==> src/rtl/video_pkg.sv <==
// Shared types and constants for the video timing decoder.
package video_pkg;

   localparam int VID_XW = 11;
   localparam int VID_YW = 11;

   typedef enum logic [1:0] {
      UNLOCKED = 2'd0,
      SYNC     = 2'd1,
      LOCKED   = 2'd2
   } state_t;

   // Bit positions inside the 9-bit {pixel, de, h_sync, v_sync} bundle carried by the delay lines
   localparam int STREAM_W   = 9;
   localparam int IDX_VS     = 0;
   localparam int IDX_HS     = 1;
   localparam int IDX_DE     = 2;
   localparam int IDX_PIX_LO = 3;
   localparam int IDX_PIX_HI = 8;

endpackage

==> src/rtl/video_timing_decoder_edge_detect.sv <==
// Single-bit edge detector. Rise and fall are measured against the previous
// sample that was taken on a ce-qualified cycle.
module edge_detect (
   input  logic clk,
   input  logic rst,
   input  logic ce,
   input  logic d,
   output logic rise,
   output logic fall
);

   logic q;

   always_ff @(posedge clk or posedge rst) begin
      if (rst)
         q <= 1'b0;
      else if (ce)
         q <= d;
   end

   assign rise = d & ~q;
   assign fall = ~d & q;

endmodule

==> src/rtl/video_timing_decoder.sv <==
// Pixel-stream timing decoder: x/y position, frame measurement and lock tracking.
// Optional h_sync count check is enabled by defining VIDEO_TIMING_HSYNC_CHECK_EN.
//
// state    | meaning
// UNLOCKED | no v_sync seen since reset; positions not reported
// SYNC     | framing known, waiting for two matching frames
// LOCKED   | last two frames agreed and every line matched the first
module video_timing_decoder
   import video_pkg::*;
#(
   parameter int XW = VID_XW,
   parameter int YW = VID_YW
) (
   input  logic          clk,
   input  logic          rst,
   input  logic          ce,
   input  logic          de,
   input  logic          h_sync,
   input  logic          v_sync,
`ifdef VIDEO_TIMING_HSYNC_CHECK_EN
   output logic          hsync_err,
`endif
   output logic [XW-1:0] x,
   output logic [YW-1:0] y,
   output logic          pos_valid,
   output logic          line_start,
   output logic          frame_start,
   output logic          locked,
   output logic [XW-1:0] width_meas,
   output logic [YW-1:0] height_meas
);

   state_t        state, state_nxt;
   logic          de_rise, de_fall, v_rise, v_fall_unused;
   logic [XW-1:0] x_cnt, x_nxt, frame_w, frame_w_nxt, line_w;
   logic [YW-1:0] y_cnt, y_nxt;
   logic          have_w, have_w_nxt, w_err, w_err_nxt, fs_pend, fs_pend_nxt;
   logic          match, meas_upd, valid, hs_bad;

   edge_detect u_de (.clk(clk), .rst(rst), .ce(ce), .d(de),     .rise(de_rise), .fall(de_fall));
   edge_detect u_vs (.clk(clk), .rst(rst), .ce(ce), .d(v_sync), .rise(v_rise),  .fall(v_fall_unused));

`ifdef VIDEO_TIMING_HSYNC_CHECK_EN
   logic          h_rise, h_fall_unused;
   logic [YW-1:0] hs_cnt;

   edge_detect u_hs (.clk(clk), .rst(rst), .ce(ce), .d(h_sync), .rise(h_rise), .fall(h_fall_unused));

   always_ff @(posedge clk or posedge rst) begin
      if (rst) begin
         hs_cnt    <= '0;
         hsync_err <= 1'b0;
      end else if (ce) begin
         if (v_rise)
            hs_cnt <= h_rise ? YW'(1) : '0;
         else if (h_rise && !(&hs_cnt))
            hs_cnt <= hs_cnt + 1'b1;
         hsync_err <= meas_upd && hs_bad;
      end
   end

   assign hs_bad = (hs_cnt < y_cnt);
`else
   logic hs_unused;
   assign hs_unused = h_sync;
   assign hs_bad    = 1'b0;
`endif

   always_comb begin
      line_w      = (&x_cnt) ? x_cnt : x_cnt + 1'b1;
      x_nxt       = x_cnt;
      y_nxt       = y_cnt;
      frame_w_nxt = frame_w;
      have_w_nxt  = have_w;
      w_err_nxt   = w_err;
      fs_pend_nxt = fs_pend;
      state_nxt   = state;

      if (de_rise)
         x_nxt = '0;
      else if (de && !(&x_cnt))
         x_nxt = x_cnt + 1'b1;

      // v_rise wins over a coinciding de_rise: that pixel becomes (0,0)
      if (v_rise)
         y_nxt = '0;
      else if (de_fall && !(&y_cnt))
         y_nxt = y_cnt + 1'b1;

      if (v_rise) begin
         frame_w_nxt = '0;
         have_w_nxt  = 1'b0;
         w_err_nxt   = 1'b0;
      end else if (de_fall) begin
         if (!have_w) begin
            frame_w_nxt = line_w;
            have_w_nxt  = 1'b1;
         end else if (line_w != frame_w) begin
            w_err_nxt = 1'b1;
         end
      end

      if (de_rise)
         fs_pend_nxt = 1'b0;
      else if (v_rise)
         fs_pend_nxt = 1'b1;

      match    = have_w && !w_err && !hs_bad &&
                 (frame_w == width_meas) && (y_cnt == height_meas);
      meas_upd = v_rise && (state != UNLOCKED) && have_w;

      case (state)
         UNLOCKED: if (v_rise) state_nxt = SYNC;
         SYNC:     if (v_rise && match) state_nxt = LOCKED;
         LOCKED: begin
            if (v_rise) begin
               if (!match) state_nxt = SYNC;
            end else if (de_fall && have_w && (line_w != frame_w)) begin
               state_nxt = SYNC;
            end
         end
         default:  state_nxt = UNLOCKED;
      endcase

      valid = de && (state_nxt != UNLOCKED);
   end

   always_ff @(posedge clk or posedge rst) begin
      if (rst) begin
         state       <= UNLOCKED;
         x_cnt       <= '0;
         y_cnt       <= '0;
         frame_w     <= '0;
         have_w      <= 1'b0;
         w_err       <= 1'b0;
         fs_pend     <= 1'b0;
         x           <= '0;
         y           <= '0;
         pos_valid   <= 1'b0;
         line_start  <= 1'b0;
         frame_start <= 1'b0;
         width_meas  <= '0;
         height_meas <= '0;
      end else if (ce) begin
         state       <= state_nxt;
         x_cnt       <= x_nxt;
         y_cnt       <= y_nxt;
         frame_w     <= frame_w_nxt;
         have_w      <= have_w_nxt;
         w_err       <= w_err_nxt;
         fs_pend     <= fs_pend_nxt;
         x           <= valid ? x_nxt : '0;
         y           <= valid ? y_nxt : '0;
         pos_valid   <= valid;
         line_start  <= valid && de_rise;
         frame_start <= valid && de_rise && (fs_pend || v_rise);
         if (meas_upd) begin
            width_meas  <= frame_w;
            height_meas <= y_cnt;
         end
      end
   end

   assign locked = (state == LOCKED);

endmodule
==> config.mk <==
export PLATFORM = sky130hd
export DESIGN_NAME = video_timing_decoder
export DESIGN_NICKNAME = d
export VERILOG_FILES = /design/src/rtl/video_pkg.sv /design/src/rtl/video_timing_decoder_edge_detect.sv /design/src/rtl/video_timing_decoder.sv
export SDC_FILE = /design/constraint.sdc
export NUM_CORES = 1
export LEC_CHECK = 0
export CORE_MARGIN = 2
export CORE_UTILIZATION = 43
export DETAILED_ROUTE_END_ITERATION = 7
export DONT_BUFFER_PORTS = 1
export PLACE_DENSITY_LB_ADDON = 0.25
export SLEW_MARGIN = 20
export SYNTH_ARGS = -nofsm -noshare
export SYNTH_HDL_FRONTEND = slang
export SYNTH_HIERARCHICAL = 1
export SYNTH_SLANG_ARGS = --single-unit
==> constraint.sdc <==
create_clock -name clk -period 8.65 [get_ports clk]
set_input_delay 2.1625 -clock clk [delete_from_list [all_inputs] [get_ports clk]]
set_output_delay 2.1625 -clock clk [all_outputs]
set_load 0.01 [all_outputs]
# ---- Word-level counts from Yosys, hierarchy flattened
# Cells that the tools add are included.
# W data, S select, Z words.
dict set report totals {
  reg_bits 87
  inputBits 6
  output_inout_bits 48
  wordCells 85
}
dict set report classes {
  n_addsub 2
  n_eq_ne 6
  muxes 24
  bitwise 6
  n_reduce_logical 31
}
# operator n
set op_table {}
lappend op_table {{$mux W11} 10}
lappend op_table {{$add A11 B1 Y11 const B} 2}
lappend op_table {{$eq A11 B11 Y1} 2}
lappend op_table {{$reduce_and A11 Y1} 2}
lappend op_table {{$logic_and A1 B1 Y1} 13}
lappend op_table {{$reduce_bool A2 Y1} 6}
lappend op_table {{$ne A11 B11 Y1} 1}
lappend op_table {{$mux W2} 5}
lappend op_table {{$mux W1} 8}
lappend op_table {{$pmux W2 S3} 1}
lappend op_table {{$reduce_and A2 Y1} 3}
lappend op_table {{$reduce_and A4 Y1} 1}
lappend op_table {{$and A1 B1 Y1} 3}
lappend op_table {{$logic_not A1 Y1} 3}
lappend op_table {{$not A1 Y1} 3}
lappend op_table {{$reduce_and A3 Y1} 1}
lappend op_table {{$eq A2 B1 Y1 const B} 1}
lappend op_table {{$eq A2 B2 Y1 const B} 1}
lappend op_table {{$logic_not A2 Y1} 1}
lappend op_table {{$ne A2 B2 Y1 const B} 1}
lappend op_table {{$logic_or A1 B1 Y1} 1}

# ---- Depth between registers and ports, before layout
dict set report depth {
  depth_word 11
  depth_mapped 11
}

# ---- Modules after synthesis
# The synthesis kept the hierarchy.
# module instances cells_per_inst area_per_inst_um2 seq_area_each_um2
set by_module_without_submodules {}
lappend by_module_without_submodules {video_timing_decoder 1 448 4590.7 2127.0}
lappend by_module_without_submodules {edge_detect 2 5 56.3 25.0}

# ---- Least setup slack after synthesis
# OpenSTA, ideal clock, no wires.
dict set report synth_path {
  kind {input port to flip-flop}
  start {input port de}
  end {register y[8]}
  arrival_ns 3.730
  required_ns 8.571
  setup_slack_ns 4.841
  cell_stages 8
  n_path_buf 1
  cell_sequence {nor2b_1 > o41a_1 > buf_2 > and4_1 > nor2b_1 > nand3_1 > xor2_1 > o2bb2ai_1}
}
dict set report synth_via {
  elab_chain_cells 10
  elab_cells_between_ends 13
  cone_classes {mux: 6; bitwise: 2; reduce/logical: 5}
}
# element line_no
set synth_lines {}
lappend synth_lines {{start, declared} video_timing_decoder.sv:17} ;# input logic de,
lappend synth_lines {{$not A1 Y1} video_timing_decoder_edge_detect.sv:22} ;# assign fall = ~d & q;
lappend synth_lines {{$and A1 B1 Y1} video_timing_decoder_edge_detect.sv:22}
lappend synth_lines {{$logic_and A1 B1 Y1 (2 in series)} video_timing_decoder.sv:118} ;# end else if (de_fall && have_w && (line_w != frame_w)) begin
lappend synth_lines {{$mux W2} video_timing_decoder.sv:118}
lappend synth_lines {{$mux W2} video_timing_decoder.sv:116} ;# if (v_rise) begin
lappend synth_lines {{$pmux W2 S3} video_timing_decoder.sv:112} ;# case (state)
lappend synth_lines {{$reduce_bool A2 Y1} video_timing_decoder.sv:125} ;# valid = de && (state_nxt != UNLOCKED);
lappend synth_lines {{$logic_and A1 B1 Y1} video_timing_decoder.sv:125}
lappend synth_lines {{$mux W11 (*)} video_timing_decoder.sv:153} ;# y <= valid ? y_nxt : '0;
lappend synth_lines {{end signal, assigned} video_timing_decoder.sv:153}
lappend synth_lines {{end, declared} video_timing_decoder.sv:24} ;# output logic [YW-1:0] y,
# Every way passes the cells marked *; elsewhere a longest branch is shown, timed or not.
# A chain may end at the register's enable or synchronous reset.

# ---- Final worst setup path
# Same ends and word-level chain as after synthesis.

==> results.tsv <==
stage	metric	value	unit
min_path	Hold Crit Class	flop to flop	
die	initial core utilization	0.437	
critical_path	Worst Path Arrival	4.12	ns
critical_path	CP Launch Type	primary input	
place	GPL Wtd Cong	0.913	
synthesis	Cell Area, Synth	0.00470	sq mm
die	Die Y	109	um
critical_path	Crit Path Max Fanout	12	
synthesis	Syn Area/Cell	10.3	sq um
die	CORE AREA	0.0107	sq mm
die	die width	109	um
job	MaxCap Viol Count	0	
cells_and_area	Final #Nets	445	
power_and_ir_drop	Clk network pwr share	0.288	
sta	Final Setup Violations	0	
die	die area	0.0118	sq mm
power_and_ir_drop	switching pwr	279	uW
clock_network	root buffer selected by CTS	clkbuf_8	
critical_path	critical path endpoint category	flop	
power_and_ir_drop	Leak Pwr	2.09	nW
sta	Fin. Hold Viols	0	
synthesis	warnings from Yosys	6	
place	Port-buffer cells	0	
place	Detail Placement HPWL	7890	um
grt	first-pass GRT wire length	17600	um
clock_network	maximum clock path buffer count	2	
routing	WL per Instance	18.9	um
status	status	complete, no violations	
clock_network	CTS HTree Levels	3	
clock_network	CTS tree	done	
routing	Via density	5.95	
sta	slew margin rel.	0.467	
die	Rows	38	
cells_and_area	Syn-to-layout area delta	4.48	%
sta	fmax	0.258	GHz
sta	worst-case clock skew	0.0142	ns
grt	grt ovf	0	
sta	Worst-Margin Slew	0.794	ns
grt	GRT Resource Usage Total	0.197	
critical_path	Req. time, crit path	8.89	ns
clock_network	worst skew pair latency	0.37	ns
clock_network	clk sinks	87	
cells_and_area	Layout fillers	1054	
sta	unrepaired setup endpoints after global routing	false	
cells_and_area	share of cells above drive strength 1	0.124	
routing	DRC viols	0	
clock_network	clock-pin slew on the worst setup and hold paths	0.08	ns
clock_network	CTS hold repair buffers	0	
power_and_ir_drop	PwrDens	185	mW/mm^2
power_and_ir_drop	sequential fraction of design power	0.542	
routing	DR iter-0 viols	241	
power_and_ir_drop	Power, Total	907	uW
grt	maximum number of pins on one net before global-route repair	50	
synthesis	Post-Synthesis Cells	457	
power_and_ir_drop	Sw Share	0.308	
sta	Pins Over Slew Limit	0	
grt	via count of the first global-routing pass	3323	
clock_network	Post CTS Setup Buffer Count	0	
routing	Routed Antenna Nets	0	
grt	initial antenna violation count	0	
clock_network	Resized cells post-CTS	0	
synthesis	synthesized net count	465	
sta	Final period util	0.448	
routing	Total Wirelength	11000	um
routing	DR pass1 iterations	5	
routing	DR vias	3460	
critical_path	Setup CP Type	primary input to flop	
power_and_ir_drop	IR Drop Worst-Case VDD	0.115	mV
power_and_ir_drop	Internal	628	uW
sta	Tmin final	3.88	ns
cells_and_area	ant diodes	0	
clock_network	TritonCTS Buffers	9	
power_and_ir_drop	Comb pwr share	0.170	
die	IO Pins	54	
sta	total negative setup slack	0	ns
==> cell usage in the layout, fill, tap and decap left out, drive strengths merged, types with 14 or more instances in the layout <==
master and count:
clkbuf 14, nor2 16, o2bb2ai 20, nand2 42
o21ai 40, dfrtp 87, xnor2 28, xor2 15
mux2 25
==> critical path, cell delays in order <==
cell,delay (ns)
nor2b_1,0.36
o41a_1,0.46
and4_1,0.33
nor2b_1,0.36
nand3_1,0.18
xor2_1,0.19
o2bb2ai_1,0.07
==> routing by layer <==
| metal | vias to the layer above | wire, um | track usage |
|---|---|---|---|
| li1 | 1632 | - | - |
| met1 | 1711 | 5350 | 0.286 |
| met2 | 98 | 4710 | 0.278 |
| met3 | 19 | 685 | 0.0488 |
| met4 | 0 | 242 | 0.0842 |
| met5 | - | 0 | 0 |
==> final timing paths <==
kind                                  to  slack (ns)     start  cells past startpoint
max in group asynchronous  width_meas[4]        5.87       rst                      2
min reg2reg                       u_vs/q        0.53    u_vs/q                      1
min                               u_vs/q        0.53    u_vs/q                      1
max reg2reg                     state[0]        5.59  x_cnt[0]                      8
min in group asynchronous         u_vs/q        1.50       rst                      1
max                                 y[8]        4.77        de                      7
==> final cells by class <==
cell class	count	area [sq um]	share of cell area
Multi-Input combinational cell	322	2290	0.467
Sequential cell	87	2180	0.444
Tap cell	140	175	0.0357
Clock buffer	14	163	0.0331
Inverter	12	46.3	0.00943
Timing Repair Buffer	5	37.5	0.00765
Clock inverter	2	15.0	0.00306
==> through the flow <==
stage          setup WS [ns]  hold slack (ns)  area, sq um  std cells   util
6_report                4.77            0.530         4910        582  0.457
5_1_grt                 4.60            0.555         4910        582  0.457
4_1_cts                 4.83            0.527         4910        582  0.457
3_5_place_dp            4.42            0.499         4730        566  0.440
3_3_place_gp            4.48            0.498         4730        566  0.440
2_1_floorplan           4.29            0.483         4700        457      -
==> flip-flops by register name (all words and copies together), names as in the netlist, 2 cells and up <==
name	flops
x	11
height_meas	11
state	2
width_meas	11
frame_w	11
y	11
y_cnt	11
x_cnt	11
==> power groups by stage <==
| stage | Combinational [mW] | Sequential, mW | Clock [mW] |
|---|---|---|---|
| 2_1_floorplan | 0.131 | 0.482 | 0 |
| 3_3_place_gp | 0.151 | 0.498 | 0 |
| 3_5_place_dp | 0.155 | 0.500 | 0 |
| 4_1_cts | 0.156 | 0.492 | 0.269 |
| 5_1_grt | 0.173 | 0.499 | 0.288 |
| 6_report | 0.154 | 0.491 | 0.262 |
Note: power is estimated with default switching activity, not from simulation.
==> RTL change, RTL diff (same settings) <==
The package constant `VID_XW` goes from 11 to 12.
--- a/src/rtl/video_pkg.sv
+++ b/src/rtl/video_pkg.sv
@@ -1,7 +1,7 @@
 // Shared types and constants for the video timing decoder.
 package video_pkg;
 
-   localparam int VID_XW = 11;
+   localparam int VID_XW = 12;
    localparam int VID_YW = 11;
 
    typedef enum logic [1:0] {
Ports: changed (resized width_meas and x); port bits go from 54 to 56. The function was not compared with the original's and may differ.
==> RTL change against the original RTL <==
- clock power up 50%
- critical path type unchanged
- routed wire length up 8.1%
- die area up 5.8%
- sequential cell count up 4
- first-iteration DRC count up 33%
- power up 16%
- design area up 9.1%
- final cell count up 10%
- worst setup slack better by 120 ps
- synthesized area up 6.0%
- sequential power up 3%
==> RTL change: results <==
export IMPL_nets=500
export IMPL_drt_iter0_drc=321
export IMPL_fill_cells=1077
export IMPL_cp_arrival_ps=4020
export IMPL_ir_drop_v=0.000139
export IMPL_drt_pre_antenna_iters=4
export IMPL_grt_pass1_vias=3677
export IMPL_place_inst=624
export IMPL_post_cts_resize_count=0
export IMPL_clk_latency_ps=350
export IMPL_p_leak_nw=2.22
export IMPL_worstPathMaxFanout=20
export IMPL_status="completed"
export IMPL_wire_per_inst_um=18.6
export IMPL_drive_above_1_share=0.101
export IMPL_cpMaxStageDelayCell="a211oi_1"
export IMPL_grt_pass1_wl_um=19600
export IMPL_grt_max_degree=53
export IMPL_finalClockSkew_ps=8.66
export IMPL_final_cells=640
export IMPL_antenna_diode_count=0
export IMPL_dp_hpwl_um=8370
export IMPL_grtUsageTotal=0.195
export IMPL_syn_area_per_cell_um2=9.71
export IMPL_place_area_um2=5060
export IMPL_synthesis_nets=521
export IMPL_post_drt_via_cell_ratio=6.01
[RTL change: changes by cell type in the layout (fill, tap and decap cells not counted), moves of 5 or more]
cell,delta
a21oi_1,+8
o21ai_0,+12
inv_1,+7
a22o_1,-5
clkbuf_16,+9
nand2_1,+14
xnor2_1,+9
clkbuf_8,-11
a31oi_1,-5
[RTL change: worst max-delay path, delay by kind of cell]
family | cells | cell delay (ps)
AO/OA/AOI/OAI | 2 | 980
buffers and inverters | 1 | 250
AND/OR/NAND/NOR | 3 | 630
[RTL change: per-layer routing]
layer	wire, um	part of all wire	GRT usage	vias up
met5	0	0	0	-
met1	5470	0.46	0.266	1900
met4	145	0.012	0.0568	0
li1	-	-	-	1820
met3	740	0.062	0.0533	10
met2	5520	0.46	0.307	118
[RTL change: cell type report]
type | count | area (um^2) | share of cell area
tap | 143 | 179 | 0.0334
inverter | 20 | 76.3 | 0.0143
multi-input combinational | 365 | 2490 | 0.465
sequential | 91 | 2280 | 0.425
timing repair buffer | 5 | 37.5 | 0.00701
clock inverter | 5 | 60.1 | 0.0112
clock buffer | 11 | 233 | 0.0435
[RTL change: final timing paths]
kind                                      startpoint  slack [ps]                   end
min in group asynchronous                        rst        1530    u_vs/q$_DFFE_PP0P_
max in group asynchronous                        rst        5790  x_cnt[0]$_DFFE_PP0P_
worst min register to register     w_err$_DFFE_PP0P_         500     w_err$_DFFE_PP0P_
worst max register to register  x_cnt[0]$_DFFE_PP0P_        5120  state[0]$_DFFE_PP0P_
worst max-delay path                          v_sync        4890      y[8]$_DFFE_PP0P_
worst min-delay path               w_err$_DFFE_PP0P_         500     w_err$_DFFE_PP0P_
[RTL change: per-stage QoR]
step                       util  worst slack (ps)
after floorplan               -              4180
after global placement    0.445              4470
after detailed placement  0.445              4410
after CTS                 0.471              4720
after global routing      0.471              4590
final                     0.471              4890
[RTL change: where the power goes]
part           total, mW  internal, mW  switching, mW
sequential         0.506         0.456         0.0501
clock              0.394         0.226          0.168
combinational      0.153        0.0689         0.0838
total               1.05         0.751          0.302
